[src/rtl/ssd1306_spi_rx_if.sv]
// SSD1306 4-wire SPI receive link bundle: raw link pins driven by the display
// master plus the decoded byte/pixel/status outputs of the receiver.
// Optional macro LCD_RX_CMD_COUNT_EN adds the o_cmd_count status output.
interface ssd1306_spi_rx_if;
    logic       i_spi_rst_n;
    logic       i_cs_n;
    logic       i_dc;
    logic       i_sclk;
    logic       i_mosi;
    logic       o_byte_valid;
    logic [7:0] o_byte;
    logic       o_byte_dc;
    logic       o_pix_we;
    logic [6:0] o_pix_col;
    logic [2:0] o_pix_page;
    logic [7:0] o_pix_data;
    logic       o_disp_on;
    logic [7:0] o_contrast;
    logic [1:0] o_addr_mode;
    logic       o_frame_err;
`ifdef LCD_RX_CMD_COUNT_EN
    logic [15:0] o_cmd_count;

    modport master (
        output i_spi_rst_n, i_cs_n, i_dc, i_sclk, i_mosi,
        input  o_byte_valid, o_byte, o_byte_dc, o_pix_we, o_pix_col, o_pix_page,
        input  o_pix_data, o_disp_on, o_contrast, o_addr_mode, o_frame_err, o_cmd_count
    );
    modport slave (
        input  i_spi_rst_n, i_cs_n, i_dc, i_sclk, i_mosi,
        output o_byte_valid, o_byte, o_byte_dc, o_pix_we, o_pix_col, o_pix_page,
        output o_pix_data, o_disp_on, o_contrast, o_addr_mode, o_frame_err, o_cmd_count
    );
`else
    modport master (
        output i_spi_rst_n, i_cs_n, i_dc, i_sclk, i_mosi,
        input  o_byte_valid, o_byte, o_byte_dc, o_pix_we, o_pix_col, o_pix_page,
        input  o_pix_data, o_disp_on, o_contrast, o_addr_mode, o_frame_err
    );
    modport slave (
        input  i_spi_rst_n, i_cs_n, i_dc, i_sclk, i_mosi,
        output o_byte_valid, o_byte, o_byte_dc, o_pix_we, o_pix_col, o_pix_page,
        output o_pix_data, o_disp_on, o_contrast, o_addr_mode, o_frame_err
    );
`endif
endinterface

[src/rtl/ssd1306_spi_rx.sv]
// SSD1306 SPI receiver: synchronises the mode-0 link into i_clk, deserialises
// MSB-first bytes, decodes the command subset and emits pixel-column writes.
// Optional macro LCD_RX_CMD_COUNT_EN adds a saturating command-byte counter.
module ssd1306_spi_rx #(
    parameter int unsigned SYNC_STAGES = 2,
    parameter int unsigned COLS        = 128,
    parameter int unsigned PAGES       = 8
) (
    input logic              i_clk,
    input logic              i_rst,
    ssd1306_spi_rx_if.slave  bus
);
    localparam logic [6:0] ColLast  = 7'(COLS - 1);
    localparam logic [2:0] PageLast = 3'(PAGES - 1);

    typedef enum logic [0:0] {DecCmd, DecArg} dec_state_e;
    typedef enum logic [1:0] {OpNone, OpContrast, OpMode} arg_op_e;

    logic [SYNC_STAGES-1:0] rstn_sync_q, cs_sync_q, dc_sync_q, sclk_sync_q, mosi_sync_q;
    logic rstn_s, cs_s, dc_s, sclk_s, mosi_s, srst;

    assign rstn_s = rstn_sync_q[SYNC_STAGES-1];
    assign cs_s   = cs_sync_q[SYNC_STAGES-1];
    assign dc_s   = dc_sync_q[SYNC_STAGES-1];
    assign sclk_s = sclk_sync_q[SYNC_STAGES-1];
    assign mosi_s = mosi_sync_q[SYNC_STAGES-1];
    // Link reset behaves exactly like the system reset while held low.
    assign srst   = i_rst | ~rstn_s;

    // Input synchronisers; only the system reset clears them so the link
    // reset synchroniser cannot hold itself in reset.
    always_ff @(posedge i_clk) begin
        if (i_rst) begin
            rstn_sync_q <= '1;
            cs_sync_q   <= '1;
            dc_sync_q   <= '0;
            sclk_sync_q <= '0;
            mosi_sync_q <= '0;
        end else begin
            rstn_sync_q <= {rstn_sync_q[SYNC_STAGES-2:0], bus.i_spi_rst_n};
            cs_sync_q   <= {cs_sync_q[SYNC_STAGES-2:0], bus.i_cs_n};
            dc_sync_q   <= {dc_sync_q[SYNC_STAGES-2:0], bus.i_dc};
            sclk_sync_q <= {sclk_sync_q[SYNC_STAGES-2:0], bus.i_sclk};
            mosi_sync_q <= {mosi_sync_q[SYNC_STAGES-2:0], bus.i_mosi};
        end
    end

    logic sclk_prev_q, cs_prev_q, rise_q, cs_rise_q, cs_hi_q, mosi_q, dc_q;

    // Edge detection stage; an SCLK rise coinciding with CS high is dropped.
    always_ff @(posedge i_clk) begin
        if (srst) begin
            sclk_prev_q <= 1'b0;
            cs_prev_q   <= 1'b1;
            rise_q      <= 1'b0;
            cs_rise_q   <= 1'b0;
            cs_hi_q     <= 1'b1;
            mosi_q      <= 1'b0;
            dc_q        <= 1'b0;
        end else begin
            sclk_prev_q <= sclk_s;
            cs_prev_q   <= cs_s;
            rise_q      <= sclk_s & ~sclk_prev_q & ~cs_s;
            cs_rise_q   <= cs_s & ~cs_prev_q;
            cs_hi_q     <= cs_s;
            mosi_q      <= mosi_s;
            dc_q        <= dc_s;
        end
    end

    logic [7:0] shift_q, shift_d, byte_q, byte_d;
    logic [2:0] cnt_q, cnt_d;
    logic       byte_valid_q, byte_valid_d, byte_dc_q, byte_dc_d, frame_err_q, frame_err_d;

    // Deserialiser next state: shift on each rise, emit on the 8th.
    always_comb begin
        shift_d      = shift_q;
        cnt_d        = cnt_q;
        byte_d       = byte_q;
        byte_dc_d    = byte_dc_q;
        byte_valid_d = 1'b0;
        frame_err_d  = 1'b0;
        if (cs_hi_q) begin
            cnt_d       = 3'd0;
            frame_err_d = cs_rise_q & (cnt_q != 3'd0);
        end else if (rise_q) begin
            shift_d = {shift_q[6:0], mosi_q};
            cnt_d   = cnt_q + 3'd1;
            if (cnt_q == 3'd7) begin
                byte_valid_d = 1'b1;
                byte_d       = shift_d;
                byte_dc_d    = dc_q;
            end
        end
    end

    // Deserialiser state register.
    always_ff @(posedge i_clk) begin
        if (srst) begin
            shift_q      <= 8'h00;
            cnt_q        <= 3'd0;
            byte_q       <= 8'h00;
            byte_dc_q    <= 1'b0;
            byte_valid_q <= 1'b0;
            frame_err_q  <= 1'b0;
        end else begin
            shift_q      <= shift_d;
            cnt_q        <= cnt_d;
            byte_q       <= byte_d;
            byte_dc_q    <= byte_dc_d;
            byte_valid_q <= byte_valid_d;
            frame_err_q  <= frame_err_d;
        end
    end

    dec_state_e state_q, state_d;
    arg_op_e    arg_op_q, arg_op_d;
    logic       disp_on_q, disp_on_d;
    logic [7:0] contrast_q, contrast_d;
    logic [1:0] mode_q, mode_d;
    logic [6:0] col_q, col_d;
    logic [2:0] page_q, page_d;

    // Decoder: acts on the byte during its o_byte_valid cycle.
    always_comb begin
        state_d    = state_q;
        arg_op_d   = arg_op_q;
        disp_on_d  = disp_on_q;
        contrast_d = contrast_q;
        mode_d     = mode_q;
        col_d      = col_q;
        page_d     = page_q;
        if (byte_valid_q) begin
            if (byte_dc_q) begin
                // Data also aborts any pending argument.
                state_d  = DecCmd;
                arg_op_d = OpNone;
                case (mode_q)
                    2'b00: begin
                        if (col_q == ColLast) begin
                            col_d  = 7'd0;
                            page_d = (page_q == PageLast) ? 3'd0 : page_q + 3'd1;
                        end else begin
                            col_d = col_q + 7'd1;
                        end
                    end
                    2'b01: begin
                        if (page_q == PageLast) begin
                            page_d = 3'd0;
                            col_d  = (col_q == ColLast) ? 7'd0 : col_q + 7'd1;
                        end else begin
                            page_d = page_q + 3'd1;
                        end
                    end
                    default: col_d = (col_q == ColLast) ? 7'd0 : col_q + 7'd1;
                endcase
            end else if (state_q == DecArg) begin
                case (arg_op_q)
                    OpContrast: contrast_d = byte_q;
                    OpMode:     mode_d     = byte_q[1:0];
                    default:    ;
                endcase
                state_d  = DecCmd;
                arg_op_d = OpNone;
            end else begin
                case (byte_q) inside
                    8'hAE: disp_on_d = 1'b0;
                    8'hAF: disp_on_d = 1'b1;
                    8'h81: begin
                        state_d  = DecArg;
                        arg_op_d = OpContrast;
                    end
                    8'h20: begin
                        state_d  = DecArg;
                        arg_op_d = OpMode;
                    end
                    8'hA8, 8'hD3, 8'hD5, 8'hD9, 8'hDB, 8'h8D: begin
                        state_d  = DecArg;
                        arg_op_d = OpNone;
                    end
                    [8'hB0:8'hB7]: page_d = byte_q[2:0];
                    [8'h00:8'h0F]: col_d[3:0] = byte_q[3:0];
                    [8'h10:8'h17]: col_d[6:4] = byte_q[2:0];
                    default: ;
                endcase
            end
        end
    end

    // Decoder state register.
    always_ff @(posedge i_clk) begin
        if (srst) begin
            state_q    <= DecCmd;
            arg_op_q   <= OpNone;
            disp_on_q  <= 1'b0;
            contrast_q <= 8'h7F;
            mode_q     <= 2'b10;
            col_q      <= 7'd0;
            page_q     <= 3'd0;
        end else begin
            state_q    <= state_d;
            arg_op_q   <= arg_op_d;
            disp_on_q  <= disp_on_d;
            contrast_q <= contrast_d;
            mode_q     <= mode_d;
            col_q      <= col_d;
            page_q     <= page_d;
        end
    end

`ifdef LCD_RX_CMD_COUNT_EN
    logic [15:0] cmd_count_q;

    // Saturating count of every command-phase byte, arguments included.
    always_ff @(posedge i_clk) begin
        if (srst) begin
            cmd_count_q <= 16'h0000;
        end else if (byte_valid_q && !byte_dc_q && cmd_count_q != 16'hFFFF) begin
            cmd_count_q <= cmd_count_q + 16'd1;
        end
    end

    assign bus.o_cmd_count = cmd_count_q;
`endif

    assign bus.o_byte_valid = byte_valid_q;
    assign bus.o_byte       = byte_q;
    assign bus.o_byte_dc    = byte_dc_q;
    assign bus.o_frame_err  = frame_err_q;
    // Pixel write carries the pre-increment address.
    assign bus.o_pix_we     = byte_valid_q & byte_dc_q;
    assign bus.o_pix_col    = col_q;
    assign bus.o_pix_page   = page_q;
    assign bus.o_pix_data   = byte_q;
    assign bus.o_disp_on    = disp_on_q;
    assign bus.o_contrast   = contrast_q;
    assign bus.o_addr_mode  = mode_q;
endmodule
[src/flat_wrapper.sv]
// flat-port wrapper written by rule: the top's interface ports become plain ports
module ssd1306_spi_rx_flat 
#(
    parameter int unsigned SYNC_STAGES = 2,
    parameter int unsigned COLS        = 128,
    parameter int unsigned PAGES       = 8
)
  (i_clk, i_rst, bus_i_spi_rst_n, bus_i_cs_n, bus_i_dc, bus_i_sclk, bus_i_mosi, bus_o_byte_valid, bus_o_byte, bus_o_byte_dc, bus_o_pix_we, bus_o_pix_col, bus_o_pix_page, bus_o_pix_data, bus_o_disp_on, bus_o_contrast, bus_o_addr_mode, bus_o_frame_err);
  ssd1306_spi_rx_if bus_i ();
  input logic i_clk;
  input logic i_rst;
  input wire logic [$bits(bus_i.i_spi_rst_n)-1:0] bus_i_spi_rst_n;
  input wire logic [$bits(bus_i.i_cs_n)-1:0] bus_i_cs_n;
  input wire logic [$bits(bus_i.i_dc)-1:0] bus_i_dc;
  input wire logic [$bits(bus_i.i_sclk)-1:0] bus_i_sclk;
  input wire logic [$bits(bus_i.i_mosi)-1:0] bus_i_mosi;
  output wire logic [$bits(bus_i.o_byte_valid)-1:0] bus_o_byte_valid;
  output wire logic [$bits(bus_i.o_byte)-1:0] bus_o_byte;
  output wire logic [$bits(bus_i.o_byte_dc)-1:0] bus_o_byte_dc;
  output wire logic [$bits(bus_i.o_pix_we)-1:0] bus_o_pix_we;
  output wire logic [$bits(bus_i.o_pix_col)-1:0] bus_o_pix_col;
  output wire logic [$bits(bus_i.o_pix_page)-1:0] bus_o_pix_page;
  output wire logic [$bits(bus_i.o_pix_data)-1:0] bus_o_pix_data;
  output wire logic [$bits(bus_i.o_disp_on)-1:0] bus_o_disp_on;
  output wire logic [$bits(bus_i.o_contrast)-1:0] bus_o_contrast;
  output wire logic [$bits(bus_i.o_addr_mode)-1:0] bus_o_addr_mode;
  output wire logic [$bits(bus_i.o_frame_err)-1:0] bus_o_frame_err;
  assign bus_i.i_spi_rst_n = bus_i_spi_rst_n;
  assign bus_i.i_cs_n = bus_i_cs_n;
  assign bus_i.i_dc = bus_i_dc;
  assign bus_i.i_sclk = bus_i_sclk;
  assign bus_i.i_mosi = bus_i_mosi;
  assign bus_o_byte_valid = bus_i.o_byte_valid;
  assign bus_o_byte = bus_i.o_byte;
  assign bus_o_byte_dc = bus_i.o_byte_dc;
  assign bus_o_pix_we = bus_i.o_pix_we;
  assign bus_o_pix_col = bus_i.o_pix_col;
  assign bus_o_pix_page = bus_i.o_pix_page;
  assign bus_o_pix_data = bus_i.o_pix_data;
  assign bus_o_disp_on = bus_i.o_disp_on;
  assign bus_o_contrast = bus_i.o_contrast;
  assign bus_o_addr_mode = bus_i.o_addr_mode;
  assign bus_o_frame_err = bus_i.o_frame_err;
  ssd1306_spi_rx #(.SYNC_STAGES(SYNC_STAGES), .COLS(COLS), .PAGES(PAGES)) u_core (.i_clk(i_clk), .i_rst(i_rst), .bus(bus_i));
endmodule
[config.mk]
export PLATFORM = sky130hd
export DESIGN_NAME = ssd1306_spi_rx_flat
export DESIGN_NICKNAME = d
export VERILOG_FILES = /design/src/rtl/ssd1306_spi_rx_if.sv /design/src/rtl/ssd1306_spi_rx.sv /design/src/flat_wrapper.sv
export SDC_FILE = /design/constraint.sdc
export NUM_CORES = 1
export LEC_CHECK = 0
export ABC_AREA = 1
export BUFFER_PORTS_ARGS = -buffer_cell sky130_fd_sc_hd__buf_2
export CAP_MARGIN = 30
export CORE_MARGIN = 2
export CORE_UTILIZATION = 40
export DETAILED_ROUTE_END_ITERATION = 10
export SLEW_MARGIN = 40
export SYNTH_ARGS = -nofsm -noshare
export SYNTH_HDL_FRONTEND = slang
export SYNTH_SLANG_ARGS = --single-unit
[constraint.sdc]
create_clock -name i_clk -period 1.96 [get_ports i_clk]
set_input_delay 0.392 -clock i_clk [delete_from_list [all_inputs] [get_ports i_clk]]
set_output_delay 0.392 -clock i_clk [all_outputs]
set_load 0.01 [all_outputs]
==> results.md <==
- Final wirelength: 5860 um
- Buffers added on ports: 47
- Grt met2 use: 26.7%
- Power Total: 2.81 mW
- Met3 Use GR: 6.16%
- Leak Pwr: 1.66 nW
- Final Cell Area: 0.00330 mm2
- Number of synthesized register bits: 61
- Mapped Area: 0.00279 mm2
- Initial antenna violation count: 0
- Final Hold Vio Count: 0
- Cell variety after synth: 30
- Crit. End Element: flip-flop
- Drt drc: 0
- Setup TNS: 0 ns
- Pint: 2.28 mW
- Root Driver: clkbuf_8
- Tot GR Track Use: 16.9%
- # fillers: 674
- Post-DP HPWL: 4190 um
- Avg Cell Area, Syn: 7.20 um2
- Vias in the first global route: 2181
- Arr. time, crit path: 1.87 ns
- H-tree depth: 3
- Iteration count of the initial detailed-routing pass: 4
- Setup Skew: 0.00762 ns
- Dpl ws: 0.347 ns
- CTS-repair resized insts: 0
- Syn_nets: 400
- Die H: 87.5 um
- Largest net degree at the start of global routing: 40
- Crit path launch type: flip-flop
- Via density: 4.68
- Most frequent cells in the layout: nand2_1, nor2_1, dfxtp_1
- Area leader, netlist: dfxtp_1
- Top Usage Layer GRT: met2
- Gp weighted congestion: 0.850
- CP Class: flip-flop to flip-flop
- Die area: 0.00765 mm2
- Pwr Density: 854 mW/mm2
- Power share of the clock group: 53.7%
- Slew HR: 62.7%
- Starting Density: 41.2%
- Reg clk slew, reported paths: 0.07 ns
- PnR worst setup slack: 0.332 ns
- Flop pwr share: 44.6%
- Postcts setup bufs: 0
- Post-synth top area share: 43.8%
- Yosys warning count: 0
- Synthesized instance count: 387
- Logic pwr share: 1.7%
- Reg area: 0.00122 mm2
- I/O pins: 48
- Die Wd: 87.5 um
- Final setup fails: 0
- Max VDD drop: 428 uV
- Fin. max-slew vios: 0
- Max FO, Critical Path: 8
- Status: complete, no violations
- # nets final: 445
- Share of layout cells above drive strength 1: 21.5%
- Sink Count: 61
- First-pass GRT wire length: 9900 um
- NetSw: 0.539 mW
- CTS tree: yes
- Via count: 2422
- Hold Path Class: primary input to flip-flop
- GR Util met1: 20.4%
- Inserted Clock Buffers: 9
- Synth area leaders: dfxtp_1, nand2_1, nor2_1, inv_1, o21ai_0
- Area taken by multi-input logic gates: 0.00125 mm2
- RSZ-0062 raised after global routing: false
- Fmax: 614 MHz
- Max Cap Viol: 0
- Clk Latency, worst-skew pair: 0.35 ns
- Cell Area, Placed: 0.00302 mm2
- Period utilisation layout: 83.1%
- Layout area overhead: 18.3%
- Clk buf depth: 2
- Remaining antenna violation count: 0
- Starting DRT DRC Count: 140
- Seq/Total Area, Yosys: 43.8%
- Total grt overflow: 0
- WP data required: 2.20 ns
- Row count: 30
- Slew @ Worst Pin: 0.558 ns
- Cts hold-fix bufs: 0
- Crit path time final: 1.63 ns
- Sw Share: 19.2%
- Commonest non-fill, non-tap cell in the layout: nand2_1
- Wire per inst: 11.3 um
- CORE AREA: 0.00676 mm2
- N_diodes: 0
==> routing by layer <==
metal	share of wire (%)	wire (um)
met5	0	0
met4	1.1	67
met3	6.4	377
met2	47	2750
met1	45	2670
==> power by group through the flow <==
| stage | clock (mW) | combinational, mW | sequential [mW] |
|---|---|---|---|
| global route | 1.60 | 0.0566 | 1.25 |
| finish | 1.51 | 0.0483 | 1.25 |
| global placement | 0 | 0.0487 | 1.28 |
| detailed placement | 0 | 0.0493 | 1.28 |
| floorplan | 0 | 0.0367 | 1.28 |
| CTS | 1.55 | 0.0496 | 1.25 |
==> cell families (layout without fill, tap and decap cells) <==
| group | count (synthesis) | in the layout | share of synthesized area (%) |
|---|---|---|---|
| compound gates | 50 | 50 | 9.92 |
| xor+xnor | 3 | 3 | 0.943 |
| buf+inv | 67 | 117 | 11.4 |
| simple gates | 200 | 200 | 31.2 |
| flops | 61 | 61 | 43.8 |
| fa+ha+maj | 6 | 6 | 2.69 |
==> flip-flops by register name, indices dropped and copies added (netlist names) <==
register / flops
u_core.rstn_sync_q: 2
u_core.dc_sync_q: 2
u_core.cs_sync_q: 2
u_core.sclk_prev_q: 1
u_core.bus.o_pix_page: 3
u_core.bus.o_disp_on: 1
u_core.bus.o_frame_err: 1
u_core.mosi_sync_q: 2
u_core.sclk_sync_q: 2
u_core.cs_hi_q: 1
u_core.cs_rise_q: 1
u_core.cnt_q: 3
u_core.shift_q: 7
u_core.arg_op_q: 2
u_core.mosi_q: 1
u_core.dc_q: 1
u_core.bus.o_contrast: 8
u_core.bus.o_byte: 8
u_core.bus.o_pix_col: 7
u_core.bus.o_byte_valid: 1
u_core.bus.o_addr_mode: 2
u_core.rise_q: 1
u_core.state_q: 1
u_core.bus.o_byte_dc: 1
==> worst max-delay path, cell delays in order, from the launching register on <==
cell,delay [ns]
dfxtp_1,0.34
ha_1,0.20
ha_1,0.17
or2_1,0.23
nor3_1,0.20
nor2_1,0.11
nand2_4,0.12
nand2_1,0.06
nand2_1,0.07
nor2_2,0.03
==> area by class of cell <==
type / instances / share of cell area (%)
clock buffers: 10 / 4.18
well taps: 80 / 3.04
flip-flops and latches: 61 / 37.1
multi-input cells: 259 / 37.8
clock inverters: 6 / 4.06
repair buffers: 52 / 8.28
inverters: 49 / 5.58
==> worst paths after layout <==
path	to	slack (ns)	depth (start not counted)	start
setup / recovery	u_core.bus.o_pix_col[1]	0.33	9	u_core.bus.o_pix_page[0]
hold / removal	u_core.cs_sync_q[0]	0.22	2	bus_i_cs_n
setup reg to reg	u_core.bus.o_pix_col[1]	0.33	9	u_core.bus.o_pix_page[0]
hold reg to reg	u_core.rise_q	0.39	1	u_core.sclk_prev_q
==> synthesized netlist by cell type <==
cell type	number
o211ai_1	8
or2_2	4
o22ai_1	1
or2_1	1
nor4_1	1
nand4_1	3
buf_6	3
nand3_2	1
a21oi_1	19
buf_2	1
inv_1	43
nand2_1	83
xor2_1	2
nand2_4	3
buf_4	9
nor2_4	1
a211oi_1	1
nor3_1	7
ha_1	6
nor2_2	7
o21ai_0	20
clkbuf_8	1
clkbuf_1	4
nor2_1	67
nand3_1	18
nand2_2	4
dfxtp_1	61
xnor2_1	1
inv_2	6
o21a_1	1
==> through the flow <==
stage | hold WS (ns) | cells | util, %
6_report | 0.224 | 517 | 48.8
4_1_cts | 0.208 | 517 | 48.8
3_5_place_dp | 0.395 | 501 | 44.8
3_3_place_gp | 0.381 | 501 | 44.8
2_1_floorplan | 0.374 | 387 | -
5_1_grt | 0.214 | 517 | 48.8
(Power assumes the default switching activity.)
